--- config.mk ---
export PLATFORM = sky130hd
export DESIGN_NAME = scdaq_acq_ctrl
export DESIGN_NICKNAME = d
export VERILOG_FILES = /design/src/rtl/scdaq_pkg.sv /design/src/rtl/scdaq_acq_cnt.sv /design/src/rtl/scdaq_acq_ctrl.sv
export SDC_FILE = /design/constraint.sdc
export NUM_CORES = 1
export LEC_CHECK = 0
export ABC_CLOCK_PERIOD_IN_PS = 4500
export BUFFER_PORTS_ARGS = -buffer_cell sky130_fd_sc_hd__buf_2
export CORE_UTILIZATION = 55
export DETAILED_ROUTE_END_ITERATION = 12
export PLACE_DENSITY = 0.84
export SETUP_SLACK_MARGIN = 0.05
export SYNTH_ARGS = -nofsm -noshare
export SYNTH_HDL_FRONTEND = slang
export SYNTH_SLANG_ARGS = --single-unit
--- constraint.sdc ---
create_clock -name DAQ_Clock -period 4.5 [get_ports DAQ_Clock]
set_clock_uncertainty 0.1 [all_clocks]
set_input_delay 0.45 -clock DAQ_Clock [delete_from_list [all_inputs] [get_ports DAQ_Clock]]
set_output_delay 0.45 -clock DAQ_Clock [all_outputs]
set_load 0.02 [all_outputs]
--- src/rtl/scdaq_pkg.sv ---
// Shared definitions for the single-channel DAQ acquisition path: sequencer
// state encodings, trigger-mode constants and a capture-state helper.
package scdaq_pkg;

  localparam logic [2:0] ST_IDLE    = 3'd0;
  localparam logic [2:0] ST_PRETRIG = 3'd1;
  localparam logic [2:0] ST_ARMED   = 3'd2;
  localparam logic [2:0] ST_POST    = 3'd3;
  localparam logic [2:0] ST_DONE    = 3'd4;

  // Trigger-mode encodings, kept in step with the trigger processor.
  typedef enum logic [1:0] {
    TRG_EDGE_RISE = 2'd0,
    TRG_EDGE_FALL = 2'd1,
    TRG_LEVEL     = 2'd2,
    TRG_WINDOW    = 2'd3
  } trg_mode_e;

  function automatic logic is_capture(input logic [2:0] st);
    return (st == ST_PRETRIG) || (st == ST_ARMED) || (st == ST_POST);
  endfunction

endpackage

--- src/rtl/scdaq_acq_cnt.sv ---
// Loadable down-counter with a zero flag; used for the pre/post sample
// counts and, when enabled, the auto-trigger timeout.
module scdaq_acq_cnt #(
  parameter int unsigned WIDTH = 10
) (
  input  logic             clk_i,
  input  logic             rst_ni,
  input  logic             load_i,
  input  logic [WIDTH-1:0] load_val_i,
  input  logic             dec_i,
  output logic             zero_o
);

  logic [WIDTH-1:0] cnt_q, cnt_d;

  always_comb begin
    cnt_d = cnt_q;
    if (load_i) begin
      cnt_d = load_val_i;
    end else if (dec_i) begin
      cnt_d = cnt_q - WIDTH'(1);
    end
  end

  always_ff @(posedge clk_i) begin
    if (!rst_ni) begin
      cnt_q <= '0;
    end else begin
      cnt_q <= cnt_d;
    end
  end

  assign zero_o = (cnt_q == '0);

endmodule

--- src/rtl/scdaq_acq_ctrl.sv ---
// Acquisition sequencer: arm, pre-trigger fill, wait for trigger, post-trigger
// capture into a circular buffer. Optional forced trigger: SCDAQ_AUTO_TRIGGER_EN.
module scdaq_acq_ctrl
  import scdaq_pkg::*;
#(
  parameter int unsigned PRECISION    = 8,
  parameter int unsigned ADDR_WIDTH   = 10,
  parameter int unsigned AUTO_TIMEOUT = 1024
) (
  input  logic                  DAQ_Clock,
  input  logic                  Reset_n,
  input  logic [PRECISION-1:0]  DAQ_Q,
  input  logic                  DAQ_Trg,
  input  logic [ADDR_WIDTH-1:0] CFG_PRE,
  input  logic [ADDR_WIDTH-1:0] CFG_POST,
  input  logic                  CFG_SINGLE,
  input  logic                  CMD_Arm,
  input  logic                  CMD_Abort,
  input  logic                  ACQ_Ack,
  output logic                  BUF_We,
  output logic [ADDR_WIDTH-1:0] BUF_Addr,
  output logic [PRECISION-1:0]  BUF_D,
  output logic [ADDR_WIDTH-1:0] ACQ_TrgAddr,
  output logic                  ACQ_Done,
  output logic                  ACQ_Auto,
  output logic [2:0]            ACQ_State
);

  if (AUTO_TIMEOUT == 0) begin : g_bad_timeout
    $error("AUTO_TIMEOUT must be nonzero");
  end

  logic [2:0]            state_q, state_d;
  logic [ADDR_WIDTH-1:0] wptr_q, pre_q, post_q, trg_addr_q, addr_q;
  logic [PRECISION-1:0]  d_q;
  logic                  single_q, we_q, done_q;
  logic                  trig, auto_fire, capture;
  logic                  cnt_load, cnt_dec, cnt_zero;
  logic [ADDR_WIDTH-1:0] arm_pre, cnt_val;

  assign capture = is_capture(state_q) && !CMD_Abort;
  assign arm_pre = (state_q == ST_IDLE) ? CFG_PRE : pre_q;

  always_comb begin
    state_d = state_q;
    trig    = 1'b0;
    case (state_q)
      ST_IDLE: begin
        if (CMD_Arm) begin
          state_d = (CFG_PRE == '0) ? ST_ARMED : ST_PRETRIG;
        end
      end
      ST_PRETRIG: begin
        if (cnt_zero) state_d = ST_ARMED;
      end
      ST_ARMED: begin
        if (DAQ_Trg || auto_fire) begin
          trig    = 1'b1;
          state_d = (post_q == '0) ? ST_DONE : ST_POST;
        end
      end
      ST_POST: begin
        if (cnt_zero) state_d = ST_DONE;
      end
      ST_DONE: begin
        if (ACQ_Ack) begin
          if (single_q) state_d = ST_IDLE;
          else          state_d = (pre_q == '0) ? ST_ARMED : ST_PRETRIG;
        end
      end
      default: state_d = ST_IDLE;
    endcase
    // Abort wins over arm, trigger and ack on the same edge.
    if (CMD_Abort) begin
      state_d = ST_IDLE;
      trig    = 1'b0;
    end
  end

  // Counter holds "writes remaining minus one" so the zero flag marks the last write edge.
  assign cnt_load = (state_d != state_q);
  assign cnt_val  = (state_d == ST_PRETRIG) ? (arm_pre - ADDR_WIDTH'(1))
                                            : (post_q - ADDR_WIDTH'(1));
  assign cnt_dec  = !cnt_load && ((state_q == ST_PRETRIG) || (state_q == ST_POST));

  scdaq_acq_cnt #(
    .WIDTH(ADDR_WIDTH)
  ) u_len_cnt (
    .clk_i      (DAQ_Clock),
    .rst_ni     (Reset_n),
    .load_i     (cnt_load),
    .load_val_i (cnt_val),
    .dec_i      (cnt_dec),
    .zero_o     (cnt_zero)
  );

`ifdef SCDAQ_AUTO_TRIGGER_EN
  localparam int unsigned TO_W = ($clog2(AUTO_TIMEOUT) < 1) ? 1 : $clog2(AUTO_TIMEOUT);

  logic to_load, to_zero, auto_q;

  assign to_load = (state_d == ST_ARMED) && (state_q != ST_ARMED);

  scdaq_acq_cnt #(
    .WIDTH(TO_W)
  ) u_to_cnt (
    .clk_i      (DAQ_Clock),
    .rst_ni     (Reset_n),
    .load_i     (to_load),
    .load_val_i (TO_W'(AUTO_TIMEOUT - 1)),
    .dec_i      (state_q == ST_ARMED),
    .zero_o     (to_zero)
  );

  assign auto_fire = (state_q == ST_ARMED) && to_zero;

  // A real trigger arriving on the timeout edge still counts as real.
  always_ff @(posedge DAQ_Clock) begin
    if (!Reset_n) begin
      auto_q <= 1'b0;
    end else if (trig) begin
      auto_q <= !DAQ_Trg;
    end
  end

  assign ACQ_Auto = auto_q;
`else
  assign auto_fire = 1'b0;
  assign ACQ_Auto  = 1'b0;
`endif

  always_ff @(posedge DAQ_Clock) begin
    if (!Reset_n) begin
      state_q    <= ST_IDLE;
      wptr_q     <= '0;
      pre_q      <= '0;
      post_q     <= '0;
      single_q   <= 1'b0;
      we_q       <= 1'b0;
      addr_q     <= '0;
      d_q        <= '0;
      trg_addr_q <= '0;
      done_q     <= 1'b0;
    end else begin
      state_q <= state_d;
      if ((state_q == ST_IDLE) && CMD_Arm && !CMD_Abort) begin
        pre_q    <= CFG_PRE;
        post_q   <= CFG_POST;
        single_q <= CFG_SINGLE;
      end
      we_q <= capture;
      if (capture) begin
        d_q    <= DAQ_Q;
        addr_q <= wptr_q;
        wptr_q <= wptr_q + ADDR_WIDTH'(1);
      end
      if (trig) begin
        trg_addr_q <= wptr_q;
      end
      // Done follows the DONE state by one edge and drops on ack or abort.
      done_q <= (state_q == ST_DONE) && !ACQ_Ack && !CMD_Abort;
    end
  end

  assign BUF_We      = we_q;
  assign BUF_Addr    = addr_q;
  assign BUF_D       = d_q;
  assign ACQ_TrgAddr = trg_addr_q;
  assign ACQ_Done    = done_q;
  assign ACQ_State   = state_q;

endmodule

# Word level (Yosys, flattened, before mapping)
# Cells that the tools add are included.
[word_totals] word_cells=57 romBits=0 latchBits=0 memories=0 reg_bits=74 in_bits=35 out_inout_bits=34 ramBits=0
[op_classes] shifts=0 div=0 mul=0 muxes=18 reduce_logical=18 add_sub_neg=4 bitwise=0 order_cmp=0 eq_ne=6
[ops] op="$logic_not A10 Y1" n=4
[ops] op="$mux W10" n=4
[ops] op="$sub A10 B1 Y10 const B" n=3
[ops] op="$mux W3" n=7
[ops] op="$pmux W3 S5" n=1
[ops] op="$add A10 B1 Y10 const B" n=1
[ops] op="$eq A3 B1 Y1 const B" n=2
[ops] op="$eq A3 B2 Y1 const B" n=2
[ops] op="$logic_and A1 B1 Y1" n=6
[ops] op="$mux W2" n=3
[ops] op="$eq A3 B3 Y1 const B" n=1
[ops] op="$logic_not A1 Y1" n=3
[ops] op="$logic_not A3 Y1" n=1
[ops] op="$logic_or A1 B1 Y1" n=3
[ops] op="$mux W1" n=3
[ops] op="$ne A3 B3 Y1" n=1
[ops] op="$reduce_bool A2 Y1" n=1

# Longest topological paths before layout
# Gate-level depths: netlist of run 1.
[depth] depth_word=11 mapped_depth=16 mapped_depth_nobuf=13

# By module
# Synthesis of run 1 repeated with hierarchy kept, for this count alone.
[hier_totals] cells_unflattened=471 hier_area_um2=3970.1
[by_module_without_submodules] mod="scdaq_acq_ctrl" instances=1 cells_each=407 area_per_inst_um2=3425.8 seq_area_each_um2=1281.2
[by_module_without_submodules] mod="scdaq_acq_cnt" instances=1 cells_each=64 area_per_inst_um2=544.3 seq_area_each_um2=200.2

# Least setup slack after synthesis of run 1
# No wires, ideal clock.
[synth_path] kind="register -> register" from="reg state_q[0] (netlist: ACQ_State[0])" to="reg u_len_cnt.cnt_q[6]" required_time_ps=4276 setup_slack_ps=1246 path_stages_with_launch=16 n_path_buf=4 setup_time_ps=124 t_arrival_ps=3030 synth_period_minus_slack_ps=3254 path_cell_list="dfxtp_1 buf_6 nor3b_2 nor2b_1 o21ba_2 mux2_1 o22ai_1 and4_1 buf_4 buf_6 buf_2 mux2i_1 ha_1 and4_4 mux2i_1 nand3_1"
[synth_between] elab_chain_len=7 elab_cells_between_ends=22 cone_classes="add/sub (1); eq/ne (6); mux (10); reduce/logical (5)"
[synth_rtl] element="start: declaration" line="scdaq_acq_ctrl.sv:33" text="logic [2:0] state_q, state_d;"
[synth_rtl] element="start signal: assignment" line="scdaq_acq_ctrl.sv:145" text="state_q <= state_d;"
[synth_rtl] element="parallel branches: the longest is 7 deep, another holds $sub A10 B1 Y10"
[synth_rtl] element="end signal: assignment" line="scdaq_acq_cnt.sv:29" text="cnt_q <= cnt_d;"
[synth_rtl] element="end: declaration" line="scdaq_acq_cnt.sv:14" text="logic [WIDTH-1:0] cnt_q, cnt_d;"
# Several ways; the timed one is not identified.
# A chain may end at the register's enable or synchronous reset.

# Final worst setup path of run 1
[layout_path] from="reg state_q[2] (netlist: ACQ_State[2])" to="reg u_len_cnt.cnt_q[8]"
# Same word-level chain as after synthesis.

==> flow_metrics.tcl, run 1 <==
set metrics [dict create \
    grt_use_total_pct 25.28 \
    syn_to_final_growth_pct 14.42 \
    startpoint "ACQ_State[2]" \
    die_w_um 83.69 \
    antennaDiodeCount 0 \
    final_util_pct 65.75 \
    die_h_um 83.69 \
    fin_crit_sh_pct 84.14 \
    cts-buffers-inserted 9 \
    grt_pass1_wl_mm 14.39 \
    p_leak_nw 1.753 \
    synth_top_area_cell "dfxtp_1" \
    yosys_warnings 0 \
    place_congestion 0.9157 \
    clock-sinks 74 \
    syn_inst 452 \
    rows 29 \
    layout_common_cells "102 x nand2_1, 74 x dfxtp_1, 67 x buf_2" \
    yosys-top-cells-area "dfxtp_1 40%, nand2_1 10%, mux2i_1 7.9%" \
    cts_hold_buf 0 \
    grt_pass1_vias 3173 \
    slew-limit-headroom_pct 20.58 \
    start_util_pct 57.46 \
    nNetsFinal 542 \
    final_antenna_net_count 0 \
    io_pins 69 \
    num_vias 3339 \
    fillers 531 \
    drive_above_1_share_pct 21.57 \
    setup_viol 0 \
    worstSkewPairLatency_ns 0.36 \
    worstReg2RegStart "ACQ_State[2]" \
    cts_tree "yes" \
    use_met1_pct 31.60 \
    yosysSeqAreaShare_pct 40.37 \
    grt_max_degree 54 \
    die_area_um2 7003 \
    required_ns 4.64 \
    ys_types 51 \
    wl_per_cell_um 14.53 \
    path_class "register to register" \
    synth_top_area_share_pct 40.37 \
    ctsLongestPathBuffers 2 \
    dr.pass1.iters 4 \
    use_met3_pct 6.034 \
    worst_setup_path_start_kind "register" \
    rsz0062_at_grt "false" \
    end_kind "register" \
    antenna_found_initial 0 \
    hold_path_class "input port to register" \
    post-route-min-period_ns 3.786 \
    ys.flop_type "dfxtp_1" \
    cts_resized 0 \
    final_common_cell "nand2_1" \
    crit_path_max_fanout 15 \
    maxCapViolCount 0 \
    max_slew.worst_pin.slew_ns 1.187 \
    worstHoldStart "DAQ_Q[3]" \
    grt_overflow 0 \
    syn_area_um2 3670 \
    io_buffers 67 \
    dp_hpwl_mm 5.980 \
    busiest_layer "met2" \
    ys_seq_elements 74 \
    arrival_ns 3.92 \
    drt_iter0_markers 259 \
    ir_worst_vdd_mv 0.2095 \
    cellPowerDensity_nw_per_um2 376.7 \
    fmax_mhz 264.1 \
    htreeDepth 3 \
    via_per_inst 5.688 \
    synth_edf_count 0 \
    synth_nets 489 \
    status "finished, final reports clean" \
    grtUsageMet2_pct 42.13 \
    core-area_um2 6386 \
    cts.clk_slew.worst_paths_ns 0.09 \
    avgSynthCellArea_um2 8.119 \
    finalSetupTns_ns 0 \
    synthArstFlopShare_pct 0 \
    finalMaxSlewViolations 0 \
    clockRootBuffer "clkbuf_8" \
    drt_wl_total_mm 8.527 \
    hold_viol 0 \
    drc_errors 0 \
    postCtsSetupBuffers 0 \
]
Yosys cell counts (4+ instances only):
cell and number:
mux2_2 8, nor3_1 9, buf_6 4, nor2b_1 5
nor4_1 5, inv_1 5, xnor2_1 8, a211oi_1 4
nand3_1 8, xor2_1 9, nand2_1 102, mux2i_1 29
or3_1 6, o21ai_0 11, clkbuf_1 20, nand4_1 7
a21oi_1 52, nor2_1 42, dfxtp_1 74
layout make-up:
class / instances / area (um2) / share of cell area (%)
Multi-Input combinational cell: 343 / 2022 / 48.15
Sequential cell: 74 / 1481 / 35.28
Clock buffer: 9 / 123.9 / 2.950
Inverter: 5 / 18.77 / 0.4470
Clock inverter: 7 / 83.83 / 1.996
Tap cell: 77 / 96.34 / 2.294
Timing Repair Buffer: 72 / 372.9 / 8.880
metrics by stage:
| step | std cells | area [um2] | total power, W | hold WS, ns | setup WS, ns |
|---|---|---|---|---|---|
| floorplan | 452 | 3670 | 0.0009738 | 0.3367 | 1.246 |
| global placement | 571 | 3991 | 0.001027 | 0.3388 | 1.019 |
| detailed placement | 571 | 3991 | 0.001041 | 0.3432 | 0.8542 |
| CTS | 587 | 4199 | 0.001582 | 0.2085 | 0.7877 |
| global route | 587 | 4199 | 0.001652 | 0.2187 | 0.4555 |
| finish | 587 | 4199 | 0.001582 | 0.2177 | 0.7136 |
metal layers:
metal / vias up / share of wire, %
met4: 0 / 1.6
met5: - / 0
met1: 1563 / 44
li1: 1649 / -
met2: 112 / 49
met3: 15 / 5.9
state kept, by name (all words and copies together), names as in the netlist:
register and flops:
BUF_D 8, ACQ_Done 1, post_q 10, pre_q 10, BUF_Addr 10, single_q 1
ACQ_State 3, ACQ_TrgAddr 10, u_len_cnt.cnt_q 10, BUF_We 1, wptr_q 10
worst paths after layout:
| kind | to | slack, ns | cells past startpoint |
|---|---|---|---|
| setup / recovery | u_len_cnt.cnt_q[8] | 0.71 | 11 |
| hold / removal | BUF_D[3] | 0.22 | 3 |
| setup reg to reg | u_len_cnt.cnt_q[8] | 0.71 | 11 |
| hold reg to reg | BUF_D[1] | 0.35 | 2 |
worst max-delay path, stage by stage, from the launching register on:
cell and delay [ns]:
dfxtp_1 0.61, nor3b_2 0.31, nor2b_1 0.18, o21ba_2 0.21
mux2_1 0.31, o22ai_1 0.13, and4_1 0.60, mux2i_1 0.31
ha_1 0.28, nand4_1 0.13, xnor2_1 0.15, a211oi_1 0.34
power by group:
part | switching, W | internal [W]
sequential | 0.0000302 | 0.000687
combinational | 0.000181 | 0.000137
clock | 0.000280 | 0.000267
cell families after synthesis:
family / after synthesis / synth area share, %
simple gates: 203 / 26.01
compound gates: 80 / 12.48
flops: 74 / 40.37
mux: 40 / 11.49
buf+inv: 35 / 4.807
xor+xnor: 17 / 4.057
fa+ha+maj: 2 / 0.6818
other cells: 1 / 0.1022
(Power assumes the default switching activity.)
==> run 2, diff against run 1 <==
--- a/config.mk
+++ b/config.mk
@@ -5,7 +5,7 @@
 export SDC_FILE = /design/constraint.sdc
 export NUM_CORES = 1
 export LEC_CHECK = 0
-export ABC_CLOCK_PERIOD_IN_PS = 4500
+export ABC_CLOCK_PERIOD_IN_PS = 3900
 export BUFFER_PORTS_ARGS = -buffer_cell sky130_fd_sc_hd__buf_2
 export CORE_UTILIZATION = 55
 export DETAILED_ROUTE_END_ITERATION = 12
==> constraint.sdc (replaced) <==
create_clock -name DAQ_Clock -period 3.9 [get_ports DAQ_Clock]
set_clock_uncertainty 0.1 [all_clocks]
set_input_delay 0.39 -clock DAQ_Clock [delete_from_list [all_inputs] [get_ports DAQ_Clock]]
set_output_delay 0.39 -clock DAQ_Clock [all_outputs]
set_load 0.02 [all_outputs]
==> run 2 against run 1 <==
Against the previous run: the run now ends with DRC left; critical path depth unchanged; sequential share of layout area barely moved; core utilization about the same; largest power group unchanged; worst setup slack worse by 0.28 ns; combinational power up 14%; cell count unchanged.
==> flow_metrics.tcl, run 2 (synthesis gave the netlist of run 1 again) <==
set metrics [dict create \
    worstSkewPairLatency_ns 0.36 \
    drive_above_1_share_pct 21.57 \
    via_per_inst 5.746 \
    violations "DRC" \
    cts_resized 0 \
    cellPowerDensity_nw_per_um2 432.2 \
    fin_crit_sh_pct 88.83 \
    die_h_um 83.69 \
    slowest_stage "dfxtp_1" \
    grt_use_total_pct 25.52 \
    ctsLongestPathBuffers 2 \
    grt_pass1_wl_mm 14.44 \
    rows 29 \
    io_pins 69 \
    grt_pass1_vias 3127 \
    p_leak_nw 1.754 \
    path_class "register to register" \
    fmax_mhz 288.7 \
    dp_hpwl_mm 6.246 \
    syn_to_final_growth_pct 14.49 \
    crit_path_max_fanout 21 \
    cts-buffers-inserted 9 \
    clock-sinks 74 \
    post-route-min-period_ns 3.464 \
    drt_wl_total_mm 8.692 \
    num_vias 3373 \
    critPathMostFrequentCell "mux2i_1" \
    fillers 510 \
    cts_hold_buf 0 \
    layout_common_cells "102 x nand2_1, 74 x dfxtp_1, 67 x buf_2" \
    final_common_cell "nand2_1" \
    die_w_um 83.69 \
    core-area_um2 6386 \
    htreeDepth 3 \
    final_antenna_net_count 0 \
    antenna_found_initial 0 \
    finalSetupTns_ns 0 \
    drt_iter0_markers 223 \
    hold_path_class "input port to register" \
    rsz0062_at_grt "false" \
    critical_path.top_delay_family "simple AND/OR/NAND/NOR gates" \
    cts_tree "yes" \
    clockRootBuffer "clkbuf_8" \
    fin_hold_ws_ns 0.1648 \
    antennaDiodeCount 0 \
    setup_ws_ns 0.4356 \
    start_util_pct 57.46 \
    wl_per_cell_um 14.81 \
    postCtsSetupBuffers 0 \
    drc_errors 4 \
    path_buf_inv 1 \
    status "complete, but fails checks" \
    arrival_ns 3.61 \
    nNetsFinal 542 \
    die_area_um2 7003 \
    setup_viol 0 \
    final_util_pct 65.79 \
    grt_max_degree 52 \
    end_kind "register" \
    ir_worst_vdd_mv 0.3257 \
    cts.clk_slew.worst_paths_ns 0.08 \
    total_power_w 0.001816 \
    max_slew.worst_pin.slew_ns 1.187 \
    finalMaxSlewViolations 0 \
    pre_cts_ws_ns 0.4627 \
    slew-limit-headroom_pct 20.60 \
    critPathMaxStageDelay_ns 0.62 \
    dr.pass1.iters 9 \
    maxCapViolCount 0 \
    required_ns 4.04 \
    worst_setup_path_start_kind "register" \
    hold_viol 0 \
    place_congestion 0.9251 \
    worstPathCellList "nor3b_2 -> nor2b_1 -> o21ba_2 -> mux2_1 -> o22ai_1 -> and4_1 -> buf_4 -> mux2i_1 -> and4_4 -> mux2i_1 -> nand3_1" \
    grt_overflow 0 \
    io_buffers 67 \
]
## run 2: final cells by class
type	count	area [um2]	share of cell area (%)
Inverter	5	18.77	0.4467
Clock inverter	6	72.57	1.727
Timing Repair Buffer	72	372.9	8.874
Sequential cell	74	1481	35.26
Multi-Input combinational cell	343	2022	48.12
Clock buffer	10	137.6	3.276
Tap cell	77	96.34	2.293
## run 2: path summary, 6_finish.rpt
check	from	endpoint	slack, ns	cells past startpoint
worst max-delay path	ACQ_State[2]	u_len_cnt.cnt_q[6]	0.44	11
worst max register to register	ACQ_State[2]	u_len_cnt.cnt_q[6]	0.44	11
worst min-delay path	CFG_POST[3]	post_q[3]	0.16	3
worst min register to register	BUF_Addr[2]	BUF_Addr[2]	0.36	2
## run 2: per-stage QoR
stage | area [um2] | std cells
2_1_floorplan | 3670 | 452
3_3_place_gp | 3991 | 571
3_5_place_dp | 3991 | 571
4_1_cts | 4202 | 587
5_1_grt | 4202 | 587
6_report | 4202 | 587
## run 2: worst min-delay path: cells and delay by family
| family | cells | cell delay, ns |
|---|---|---|
| buf+inv | 1 | 0.09 |
| compound gates | 1 | 0.05 |
| simple gates | 1 | 0.04 |
## run 2: metal layers
| layer | vias to the layer above | global-route usage (%) | routed length, um |
|---|---|---|---|
| li1 | 1648 | - | - |
| met1 | 1592 | 32.21 | 3815 |
| met2 | 122 | 42.87 | 4337 |
| met3 | 11 | 5.836 | 420 |
| met4 | 0 | 8.629 | 119 |
| met5 | - | 0 | 0 |
## run 2: power by group
| part | internal [W] | switching, W | leakage, nW |
|---|---|---|---|
| Combinational | 0.000158 | 0.000206 | 1.05 |
| Sequential | 0.000792 | 0.0000349 | 0.601 |
| Clock | 0.000319 | 0.000306 | 0.103 |
| Total | 0.00127 | 0.000546 | 1.75 |
==> run 3, diff against run 2 <==
--- a/config.mk
+++ b/config.mk
@@ -7,10 +7,12 @@
 export LEC_CHECK = 0
 export ABC_CLOCK_PERIOD_IN_PS = 3900
 export BUFFER_PORTS_ARGS = -buffer_cell sky130_fd_sc_hd__buf_2
-export CORE_UTILIZATION = 55
+export CORE_UTILIZATION = 56
 export DETAILED_ROUTE_END_ITERATION = 12
-export PLACE_DENSITY = 0.84
+export PLACE_DENSITY = 0.85
 export SETUP_SLACK_MARGIN = 0.05
+export SLEW_MARGIN = 20
 export SYNTH_ARGS = -nofsm -noshare
 export SYNTH_HDL_FRONTEND = slang
+export SYNTH_HIERARCHICAL = 1
 export SYNTH_SLANG_ARGS = --single-unit
==> run 3 against run 2 <==
Against the previous run: the run now ends clean; worst setup slack worse by 0.25 ns; combinational power is 7.7% lower; cell area is 11% higher; highest routed layer unchanged; largest power group unchanged; synthesized area is 8.2% higher; cell count is 8.0% higher.
==> flow_metrics.tcl, run 3 <==
set metrics [dict create \
    crit_path_max_fanout 4 \
    maxCapViolCount 0 \
    worstSkewPairLatency_ns 0.35 \
    cts-buffers-inserted 9 \
    grt_pass1_wl_mm 15.17 \
    max_slew.worst_pin.slew_ns 1.033 \
    io_buffers 67 \
    yosys_warnings 6 \
    synthAdderAreaFrac_pct 0.9455 \
    grt_use_total_pct 26.10 \
    synth-simple-area-share_pct 29.25 \
    path_class "register to register" \
    start_util_pct 58.11 \
    io_pins 69 \
    arrival_ns 3.89 \
    syn_area_um2 3970 \
    slew-limit-headroom_pct 31.15 \
    synthMuxAreaShare_pct 6.870 \
    place_congestion 0.9156 \
    drc_errors 0 \
    fin_hold_ws_ns 0.1821 \
    drive_above_1_share_pct 22.68 \
    hold_path_class "input port to register" \
    synth_top_family_by_area "simple AND/OR/NAND/NOR gates" \
    grt_overflow 0 \
    p_leak_nw 1.936 \
    drt_iter0_markers 411 \
    final_common_cell "nand2_1" \
    yosysMostFrequentCell "nand2_1" \
    grt_pass1_vias 3219 \
    setup_viol 0 \
    synth_compound_area_share_pct 16.51 \
    die_area_um2 7430 \
    cts.clk_slew.worst_paths_ns 0.09 \
    layout_common_cells "96 x nand2_1, 73 x dfxtp_1, 67 x buf_2" \
    wl_met2_mm 4.565 \
    synth_nets 509 \
    wl_per_cell_um 15.20 \
    place_area_um2 4353 \
    worst_setup_path_start_kind "register" \
    r2r_cells 18 \
    ir_worst_vdd_mv 0.2236 \
    core-area_um2 6832 \
    synth_xor_xnor_area_share_pct 4.633 \
    num_vias 3684 \
    drt_wl_total_mm 9.637 \
    synthTopCellsByCount "96 x nand2_1, 74 x dfxtp_1, 43 x a21boi_0" \
    fin_crit_sh_pct 95.35 \
    synthArstFlopShare_pct 0 \
    fillers 539 \
    post-route-min-period_ns 3.719 \
    yosysSeqAreaShare_pct 37.31 \
    cts_tree "yes" \
    ys_seq_elements 74 \
    dr.pass1.iters 5 \
    end_kind "register" \
    ys_types 59 \
    status "finished, final reports clean" \
    antenna_found_initial 0 \
    required_ns 4.07 \
    syn_to_final_growth_pct 17.21 \
    clockRootBuffer "clkbuf_8" \
    synth_edf_count 0 \
    clock-sinks 74 \
    synth_top_area_share_pct 37.31 \
    synth_top_area_cell "dfxtp_1" \
    cellPowerDensity_nw_per_um2 384.7 \
    design_area_um2 4653 \
    routed-wl-met3_um 631 \
    htreeDepth 3 \
    final_antenna_net_count 0 \
    hold_viol 0 \
    nNetsFinal 571 \
    grt_max_degree 73 \
    topRoutingLayerUsed "met4" \
    dp_hpwl_mm 6.502 \
    fmax_mhz 268.9 \
    die_h_um 86.20 \
    antennaDiodeCount 0 \
    avgSynthCellArea_um2 8.429 \
    ctsLongestPathBuffers 2 \
    hold_depth 3 \
    yosys-top-cells-area "dfxtp_1 37%, nand2_1 9.1%, a21boi_0 8.1%" \
    rows 30 \
    via_per_inst 5.811 \
    die_w_um 86.20 \
    ys.flop_type "dfxtp_1" \
    syn_inst 471 \
    finalMaxSlewViolations 0 \
    met1_length_mm 4.208 \
]
[run 3: cell types whose count changed after synthesis, moves of 7 or more]
cell | previous run | this run
a21oi_1 | 52 | 8
a21boi_0 | 0 | 43
nor2_1 | 42 | 16
a31oi_1 | 1 | 9
nand2b_1 | 1 | 9
o21ai_0 | 11 | 19
and2_1 | 1 | 8
nor2b_1 | 5 | 12
[run 3: cells by family after synthesis]
group | after synthesis
AND/OR/NAND/NOR | 214
AO/OA/AOI/OAI | 96
flip-flops | 74
buffers and inverters | 35
multiplexers | 27
XOR/XNOR | 21
adder cells (fa/ha/maj) | 3
other | 1
[run 3: power breakdown]
group	total, W	leakage (nW)	switching [W]	internal, W
registers	0.000823	0.601	0.0000374	0.000785
logic	0.000336	1.23	0.000187	0.000149
clock network	0.000631	0.107	0.000310	0.000321
[run 3: repair_timing]
item / 4_1_cts / 5_1_grt
setup endpoints to repair: 4 / 4
resized for setup: 4 / 13
pin swaps: 0 / 5
hold buffers: 0 / 0
setup buffers: 0 / 2
[run 3: per-layer routing]
metal  vias up  global-route usage, %
met1      1725                  34.92
met5         -                      0
met3        22                  4.571
met4         0                  11.36
li1       1780                      -
met2       157                  41.56
[run 3: metrics by stage]
stage                     instances  total power (W)  setup TNS (ns)  utilization (%)  setup WS (ns)
after floorplan                 471         0.001053               0                -        0.08180
after global placement          616         0.001125               0            63.72         0.1291
after detailed placement        616         0.001138         -0.1643            63.72       -0.09150
after CTS                       632         0.001766               0            67.03        0.06815
after global routing            634         0.001848       -0.007804            68.11      -0.007804
final                           634         0.001790               0            68.11         0.1815
[run 3: worst paths after layout]
path | startpoint | end | slack [ns]
setup / recovery | u_len_cnt/cnt_q[0] | u_len_cnt/cnt_q[4] | 0.18
hold / removal | DAQ_Q[6] | BUF_D[6] | 0.18
setup reg to reg | u_len_cnt/cnt_q[0] | u_len_cnt/cnt_q[4] | 0.18
hold reg to reg | BUF_D[6] | BUF_D[6] | 0.37
[run 3: cell type report]
type	count	area [um2]	area share [%]
Clock buffer	10	137.6	2.958
Sequential cell	74	1483	31.86
Tap cell	96	120.1	2.581
Inverter	7	26.28	0.5647
Multi-Input combinational cell	362	2387	51.30
Timing Repair Buffer	79	425.4	9.142
Clock inverter	6	73.82	1.586
[run 3: worst max-delay path, stage by stage (launching register included)]
cell	delay, ns
dfxtp_2	0.34
inv_1	0.06
ha_2	0.18
or4b_4	0.48
nor3_4	0.24
nand2_1	0.08
a31oi_1	0.20
o211a_1	0.21
and3b_2	0.28
nand2_8	0.08
mux2i_4	0.20
ha_4	0.19
buf_4	0.13
and3_1	0.15
o21ai_0	0.14
o21ai_1	0.09
mux2i_1	0.15
o21ai_0	0.10
a31oi_1	0.23
